## src/rtl/stream_mux_rr_if.sv

```systemverilog
// Handshake bundle for stream_mux_rr: N producer channels in, one registered consumer stream out.
// The mux connects through the slave modport; the driving side (producers and consumer) uses master.
interface stream_mux_rr_if #(
    parameter int WIDTH    = 8,
    parameter int CHANNELS = 4
);
    localparam int SEL_W = $clog2(CHANNELS);

    logic [CHANNELS*WIDTH-1:0] in_data;
    logic [CHANNELS-1:0]       in_valid;
    logic [CHANNELS-1:0]       in_ready;
    logic                      mode;
    logic [SEL_W-1:0]          selection;
    logic [WIDTH-1:0]          out_data;
    logic [SEL_W-1:0]          out_channel;
    logic                      out_valid;
    logic                      out_ready;

    modport master (
        output in_data, in_valid, mode, selection, out_ready,
        input  in_ready, out_data, out_channel, out_valid
    );

    modport slave (
        input  in_data, in_valid, mode, selection, out_ready,
        output in_ready, out_data, out_channel, out_valid
    );
endinterface

```

## src/rtl/stream_mux_rr.sv

```systemverilog
// N-channel stream multiplexer with a registered output stage.
// Arbitration is round-robin from the last granted channel, or a fixed channel chosen by selection.
module stream_mux_rr #(
    parameter int WIDTH    = 8,
    parameter int CHANNELS = 4
) (
    input logic           clk,
    input logic           rst,
    stream_mux_rr_if.slave bus
);
    localparam int SEL_W = $clog2(CHANNELS);

    logic [WIDTH-1:0]    words [CHANNELS];
    logic [SEL_W-1:0]    last_reg;
    logic [WIDTH-1:0]    out_data_reg;
    logic [SEL_W-1:0]    out_channel_reg;
    logic                out_valid_reg;

    logic                load;
    logic                grant_any;
    logic [SEL_W-1:0]    grant_idx;
    logic [CHANNELS-1:0] grant;
    logic [WIDTH-1:0]    grant_word;

    generate
        for (genvar gi = 0; gi < CHANNELS; gi++) begin : g_words
            assign words[gi] = bus.in_data[gi*WIDTH +: WIDTH];
        end
    endgenerate

    // The output register can take a new word when empty or when it is being drained this cycle.
    assign load = !out_valid_reg || bus.out_ready;

    always_comb begin
        grant_any  = 1'b0;
        grant_idx  = '0;
        grant      = '0;
        grant_word = '0;
        if (bus.mode) begin
            // Out-of-range selections never match any channel, so they yield no grant.
            for (int i = 0; i < CHANNELS; i++) begin
                if (SEL_W'(i) == bus.selection && bus.in_valid[i]) begin
                    grant_any = 1'b1;
                    grant_idx = SEL_W'(i);
                end
            end
        end else begin
            // Descending scans leave the lowest matching index: first those above last, then wrap.
            for (int i = CHANNELS - 1; i >= 0; i--) begin
                if (bus.in_valid[i] && SEL_W'(i) > last_reg) begin
                    grant_any = 1'b1;
                    grant_idx = SEL_W'(i);
                end
            end
            if (!grant_any) begin
                for (int i = CHANNELS - 1; i >= 0; i--) begin
                    if (bus.in_valid[i] && SEL_W'(i) <= last_reg) begin
                        grant_any = 1'b1;
                        grant_idx = SEL_W'(i);
                    end
                end
            end
        end
        for (int i = 0; i < CHANNELS; i++) begin
            if (grant_any && SEL_W'(i) == grant_idx) begin
                grant[i]   = 1'b1;
                grant_word = words[i];
            end
        end
    end

    assign bus.in_ready = rst ? '0 : (grant & {CHANNELS{load}});

    always_ff @(posedge clk) begin
        if (rst) begin
            out_valid_reg   <= 1'b0;
            out_data_reg    <= '0;
            out_channel_reg <= '0;
            last_reg        <= SEL_W'(CHANNELS - 1);
        end else if (load) begin
            if (grant_any) begin
                out_data_reg    <= grant_word;
                out_channel_reg <= grant_idx;
                out_valid_reg   <= 1'b1;
                if (!bus.mode) begin
                    last_reg <= grant_idx;
                end
            end else begin
                out_valid_reg <= 1'b0;
            end
        end
    end

    assign bus.out_data    = out_data_reg;
    assign bus.out_channel = out_channel_reg;
    assign bus.out_valid   = out_valid_reg;
endmodule
```

## src/flat_wrapper.sv

```systemverilog
// flat-port wrapper written by rule: the top's interface ports become plain ports
module stream_mux_rr_flat 
#(
    parameter int WIDTH    = 8,
    parameter int CHANNELS = 4
)
  (clk, rst, bus_in_data, bus_in_valid, bus_mode, bus_selection, bus_out_ready, bus_in_ready, bus_out_data, bus_out_channel, bus_out_valid);
  stream_mux_rr_if #(.WIDTH(WIDTH), .CHANNELS(CHANNELS)) bus_i ();
  input logic clk;
  input logic rst;
  input wire logic [$bits(bus_i.in_data)-1:0] bus_in_data;
  input wire logic [$bits(bus_i.in_valid)-1:0] bus_in_valid;
  input wire logic [$bits(bus_i.mode)-1:0] bus_mode;
  input wire logic [$bits(bus_i.selection)-1:0] bus_selection;
  input wire logic [$bits(bus_i.out_ready)-1:0] bus_out_ready;
  output wire logic [$bits(bus_i.in_ready)-1:0] bus_in_ready;
  output wire logic [$bits(bus_i.out_data)-1:0] bus_out_data;
  output wire logic [$bits(bus_i.out_channel)-1:0] bus_out_channel;
  output wire logic [$bits(bus_i.out_valid)-1:0] bus_out_valid;
  assign bus_i.in_data = bus_in_data;
  assign bus_i.in_valid = bus_in_valid;
  assign bus_i.mode = bus_mode;
  assign bus_i.selection = bus_selection;
  assign bus_i.out_ready = bus_out_ready;
  assign bus_in_ready = bus_i.in_ready;
  assign bus_out_data = bus_i.out_data;
  assign bus_out_channel = bus_i.out_channel;
  assign bus_out_valid = bus_i.out_valid;
  stream_mux_rr #(.WIDTH(WIDTH), .CHANNELS(CHANNELS)) u_core (.clk(clk), .rst(rst), .bus(bus_i));
endmodule
```

## config.mk

```make
export PLATFORM = sky130hd
export DESIGN_NAME = stream_mux_rr_flat
export DESIGN_NICKNAME = d
export VERILOG_FILES = /design/src/rtl/stream_mux_rr_if.sv /design/src/rtl/stream_mux_rr.sv /design/src/flat_wrapper.sv
export SDC_FILE = /design/constraint.sdc
export NUM_CORES = 1
export LEC_CHECK = 0
export CAP_MARGIN = 10
export CORE_MARGIN = 4
export CORE_UTILIZATION = 38
export CTS_CLUSTER_SIZE = 40
export DETAILED_ROUTE_END_ITERATION = 8
export PLACE_DENSITY = 0.83
export SLEW_MARGIN = 25
export SYNTH_ARGS = -nofsm -noshare
export SYNTH_HDL_FRONTEND = slang
export SYNTH_SLANG_ARGS = --single-unit
```

## constraint.sdc

```tcl
create_clock -name clk -period 2.7 [get_ports clk]
set_input_delay 0.54 -clock clk [delete_from_list [all_inputs] [get_ports clk]]
set_output_delay 0.54 -clock clk [all_outputs]
set_load 0.02 [all_outputs]
```

==> impl_results.rst <==
.. list-table::
   :header-rows: 1

   * - Metric
     - Value
   * - Per-cell via count in the routed design
     - 5.23
   * - Required time of the critical path
     - 2160 ps
   * - Routed wire per std cell
     - 15.5 um
   * - Result of the run
     - finished, final reports clean
   * - Cell-internal power
     - 0.000453 W
   * - Total global routing overflow
     - 0
   * - Critical-path cell list
     - clkdlybuf4s50_1, o22ai_1, o21ai_1, o21ai_2, nor2b_1, nand2_1, nor2_1, buf_4
   * - Critical Path Slowest Stage Cell
     - sky130_fd_sc_hd__clkdlybuf4s50_1
   * - CTS hold repair buffers
     - 0
   * - Slowest stage delay, CP
     - 580 ps
   * - Launching element type of the critical path
     - input pin
   * - Setup crit end kind
     - output port
   * - Relative area change from synthesis to final layout
     - 72.4%
   * - Setup skew after layout
     - 9.97 ps
   * - TritonCTS Sinks
     - 13
   * - Initial antenna violation count
     - 0
   * - Logic gate share of total power
     - 49.3%
   * - Final standard cell area without fillers
     - 1700 um2
   * - Flip-flop count of the largest register, all copies and words added
     - 8
   * - Number of placement rows
     - 18
   * - Worst-Skew Late Latency
     - 270 ps
   * - Global router's overall resource usage
     - 19.0%
   * - Post-synthesis instance total
     - 111
   * - Maximum vdd drop
     - 469 uV
   * - Most common flop cell mapped by yosys
     - sky130_fd_sc_hd__dfxtp_1
   * - Worst-path fanout max
     - 4
   * - Number of gates on the worst path with buffers counted
     - 8
   * - Areal power density over the cells
     - 400 nW/um2
   * - Least-Margin Pin Slew
     - 591 ps
   * - Floorplan Core Area
     - 2480 um2
   * - Longest Clk Path Bufs
     - 2
   * - Synthesized netlist net count
     - 153
   * - Highest Clock Rate
     - 388 MHz
   * - Horizontal die dimension
     - 58.9 um
   * - Max-slew headroom at the worst pin
     - 60.5%
   * - Post-detailed-placement half-perimeter wirelength
     - 2590 um
   * - Share of final-layout standard cells stronger than drive strength 1
     - 24.0%
   * - H-tree levels
     - 1
   * - Vertical extent of the die
     - 58.9 um
   * - Sum of buffers and inverters on the critical path
     - 2
   * - Total Nets Final
     - 222
   * - Clock transition at the registers of the reported paths
     - 70 ps
   * - DRT Wirelength
     - 3240 um
   * - Class of the worst hold path
     - reg -> reg
   * - DRT antenna net count
     - 0
   * - Count of fill cells added during filler insertion
     - 210
   * - Fin crit period
     - 2580 ps
   * - Number of flip-flops and latches in the synthesized netlist
     - 13
   * - RR Startpoint
     - u_core.last_reg[0]
   * - Leakage power
     - 0.719 nW
   * - I/O pin total
     - 57
   * - Async set-reset flop share out of synthesis
     - 0%
   * - Die footprint
     - 3470 um2
   * - Sequential Power Share
     - 33.3%
   * - Switching share of total power
     - 33.2%
   * - Total area of multi-input combinational cells
     - 702 um2
   * - First-pass GRT wire length
     - 5040 um
   * - Placer's final routability congestion estimate
     - 0.799
   * - Post-Synthesis Cell Area
     - 983 um2
   * - Number of cells on the worst hold path
     - 2
   * - Main area contributors after synthesis
     - sky130_fd_sc_hd__dfxtp_1 26%, sky130_fd_sc_hd__a221oi_2 12%, sky130_fd_sc_hd__mux2_1 9.2%, sky130_fd_sc_hd__mux2_4 9.2%, sky130_fd_sc_hd__nor2_1 8.4%
   * - Slack of the worst reg-to-reg path
     - 450 ps
   * - Final clock period utilization by the worst path
     - 95.4%
   * - Final Hold Fails
     - 0
   * - Critical path data arrival time
     - 2040 ps
   * - Via count
     - 1094
   * - Number of iterations in the first detailed-routing pass
     - 4
   * - Maximum number of pins on one net before global-route repair
     - 19
   * - Clock tree from TritonCTS
     - yes
   * - Synth unique cells
     - 29
   * - Min-delay src
     - u_core.bus.out_data[0]
   * - Clock root buffer
     - sky130_fd_sc_hd__clkbuf_4
   * - Synth area leader
     - sky130_fd_sc_hd__dfxtp_1
   * - Endpoint of the lowest-slack register-to-register path
     - u_core.bus.out_data[6]
   * - Count of max-cap constraint violations
     - 0
   * - Register Area
     - 260 um2
   * - Placed inst area
     - 1650 um2
   * - Endpoint with the worst hold slack
     - u_core.bus.out_data[0]
   * - Starting utilization of the core area
     - 39.7%
   * - TritonCTS buffer count
     - 3
   * - Switching power total
     - 0.000225 W
   * - Count of synthesis-stage warnings from yosys
     - 0
   * - Proportion of synthesized chip area in sequential cells
     - 26.5%
   * - Count of buffers inserted at the top-level ports
     - 56
   * - Final slew viol count
     - 0
   * - Vias in the first global route
     - 1084
   * - Finished Layout Cells
     - 209
   * - Power share of the clock group
     - 17.5%
   * - Mean area per synthesized cell
     - 8.86 um2
   * - Worst Reg-to-Reg Cells
     - 9
   * - Placed cells
     - 204
   * - Number of setup violations in the final report
     - 0
   * - Antenna fix cells
     - 0
   * - DRC violation count after routing
     - 0
   * - Count of flip-flops with a built-in enable after synthesis
     - 0
   * - Fraction of synthesized cell area taken by the top area cell type
     - 26.5%
   * - Startpoint-to-endpoint class of the critical path
     - in -> out
   * - Family with the most delay on the worst path
     - buffers and inverters
   * - Number of violations reported at the end of detailed-routing iteration 0
     - 38
[per-stage QoR]
step	worst slack (ps)	setup TNS, ps	power (W)	util, %	hold WS [ps]
global placement	-410	-2300	0.000549	66.4	475
detailed placement	-424	-3040	0.000558	66.4	481
finish	123	0	0.000678	68.4	498
global route	-44.7	-46.5	0.000719	68.4	518
floorplan	473	0	0.000406	-	561
CTS	64.1	0	0.000674	67.2	497
[worst max path at each step]
stage,from,endpoint,slack (ps)
6_report,bus_in_valid[0],bus_in_ready[1],120
3_3_place_gp,bus_in_valid[1],bus_in_ready[0],-410
5_1_grt,bus_selection[0],bus_in_ready[1],-40
2_1_floorplan,bus_in_valid[1],bus_in_ready[3],470
3_5_place_dp,bus_in_valid[1],bus_in_ready[0],-420
4_1_cts,bus_in_valid[1],u_core.bus.out_data[5],60
[area by class of cell]
class	instances	share of cell area, %
multi-input combinational	90	41.4
timing repair buffer	71	39.3
sequential	13	15.4
tap	30	2.21
clock buffer	4	1.55
inverter	1	0.221
[cell usage after synthesis, types with 3 or more instances]
cell type	instances
sky130_fd_sc_hd__a21oi_1	3
sky130_fd_sc_hd__nor3_1	10
sky130_fd_sc_hd__nor2b_1	4
sky130_fd_sc_hd__buf_2	3
sky130_fd_sc_hd__o21ai_1	4
sky130_fd_sc_hd__mux2i_1	3
sky130_fd_sc_hd__nor2_1	22
sky130_fd_sc_hd__dfxtp_1	13
sky130_fd_sc_hd__a221oi_2	8
sky130_fd_sc_hd__mux2_1	8
sky130_fd_sc_hd__mux2_4	6
sky130_fd_sc_hd__nand2_1	3
[metal layers]
layer  GRT usage, %  share of wire [%]  wire [um]
met1           24.6                 41       1330
met2           32.6                 52       1670
met3           3.29                7.0        226
met4           4.21               0.52         17
met5              0                  0          0
[kinds of logic (layout without fill, tap and decap cells)]
logic type / count (synthesis) / in the layout / share of synthesized area, %
buf+inv: 8 / 76 / 4.58
mux: 19 / 19 / 23.7
flops: 13 / 13 / 26.5
compound gates: 22 / 22 / 21.0
simple gates: 49 / 49 / 24.3
[repair_timing]
action,4_1_cts,5_1_grt
endpoints found under the hold margin,0,0
buffers inserted,0,1
cloned,0,0
endpoints found under the setup margin,4,6
pin swaps,0,2
resized for setup,20,7
[cells in the final DEF, fill, tap and decap left out, types with 3 or more instances in the layout]
cell                              netlist  layout
sky130_fd_sc_hd__nor2_1                22      22
sky130_fd_sc_hd__clkdlybuf4s50_1        0      49
sky130_fd_sc_hd__mux2_4                 6       6
sky130_fd_sc_hd__mux2_1                 8       8
sky130_fd_sc_hd__nor3_1                10      10
sky130_fd_sc_hd__dfxtp_1               13      13
sky130_fd_sc_hd__a21oi_1                3       3
sky130_fd_sc_hd__clkbuf_4               0       3
sky130_fd_sc_hd__nor2b_1                4       4
sky130_fd_sc_hd__a221oi_2               8       8
sky130_fd_sc_hd__buf_4                  1      15
sky130_fd_sc_hd__nand2_1                3       3
sky130_fd_sc_hd__mux2i_1                3       3
sky130_fd_sc_hd__o21ai_1                4       3
[power by group through the flow]
stage | sequential (W) | clock (W) | combinational (W)
after floorplan | 0.000250 | 0 | 0.000157
after global placement | 0.000229 | 0 | 0.000320
after detailed placement | 0.000229 | 0 | 0.000328
after CTS | 0.000225 | 0.000121 | 0.000328
after global routing | 0.000229 | 0.000132 | 0.000358
final | 0.000226 | 0.000118 | 0.000334
[worst reg2reg max path: stages, from the launching register on]
cell	delay, ps
sky130_fd_sc_hd__dfxtp_1	410
sky130_fd_sc_hd__and2b_1	230
sky130_fd_sc_hd__buf_4	130
sky130_fd_sc_hd__nor2_1	90
sky130_fd_sc_hd__o21ai_1	70
sky130_fd_sc_hd__o21ai_2	220
sky130_fd_sc_hd__buf_6	250
sky130_fd_sc_hd__mux2_4	330
sky130_fd_sc_hd__a221oi_2	320
sky130_fd_sc_hd__nor3_1	80
(Power assumes the default switching activity.)
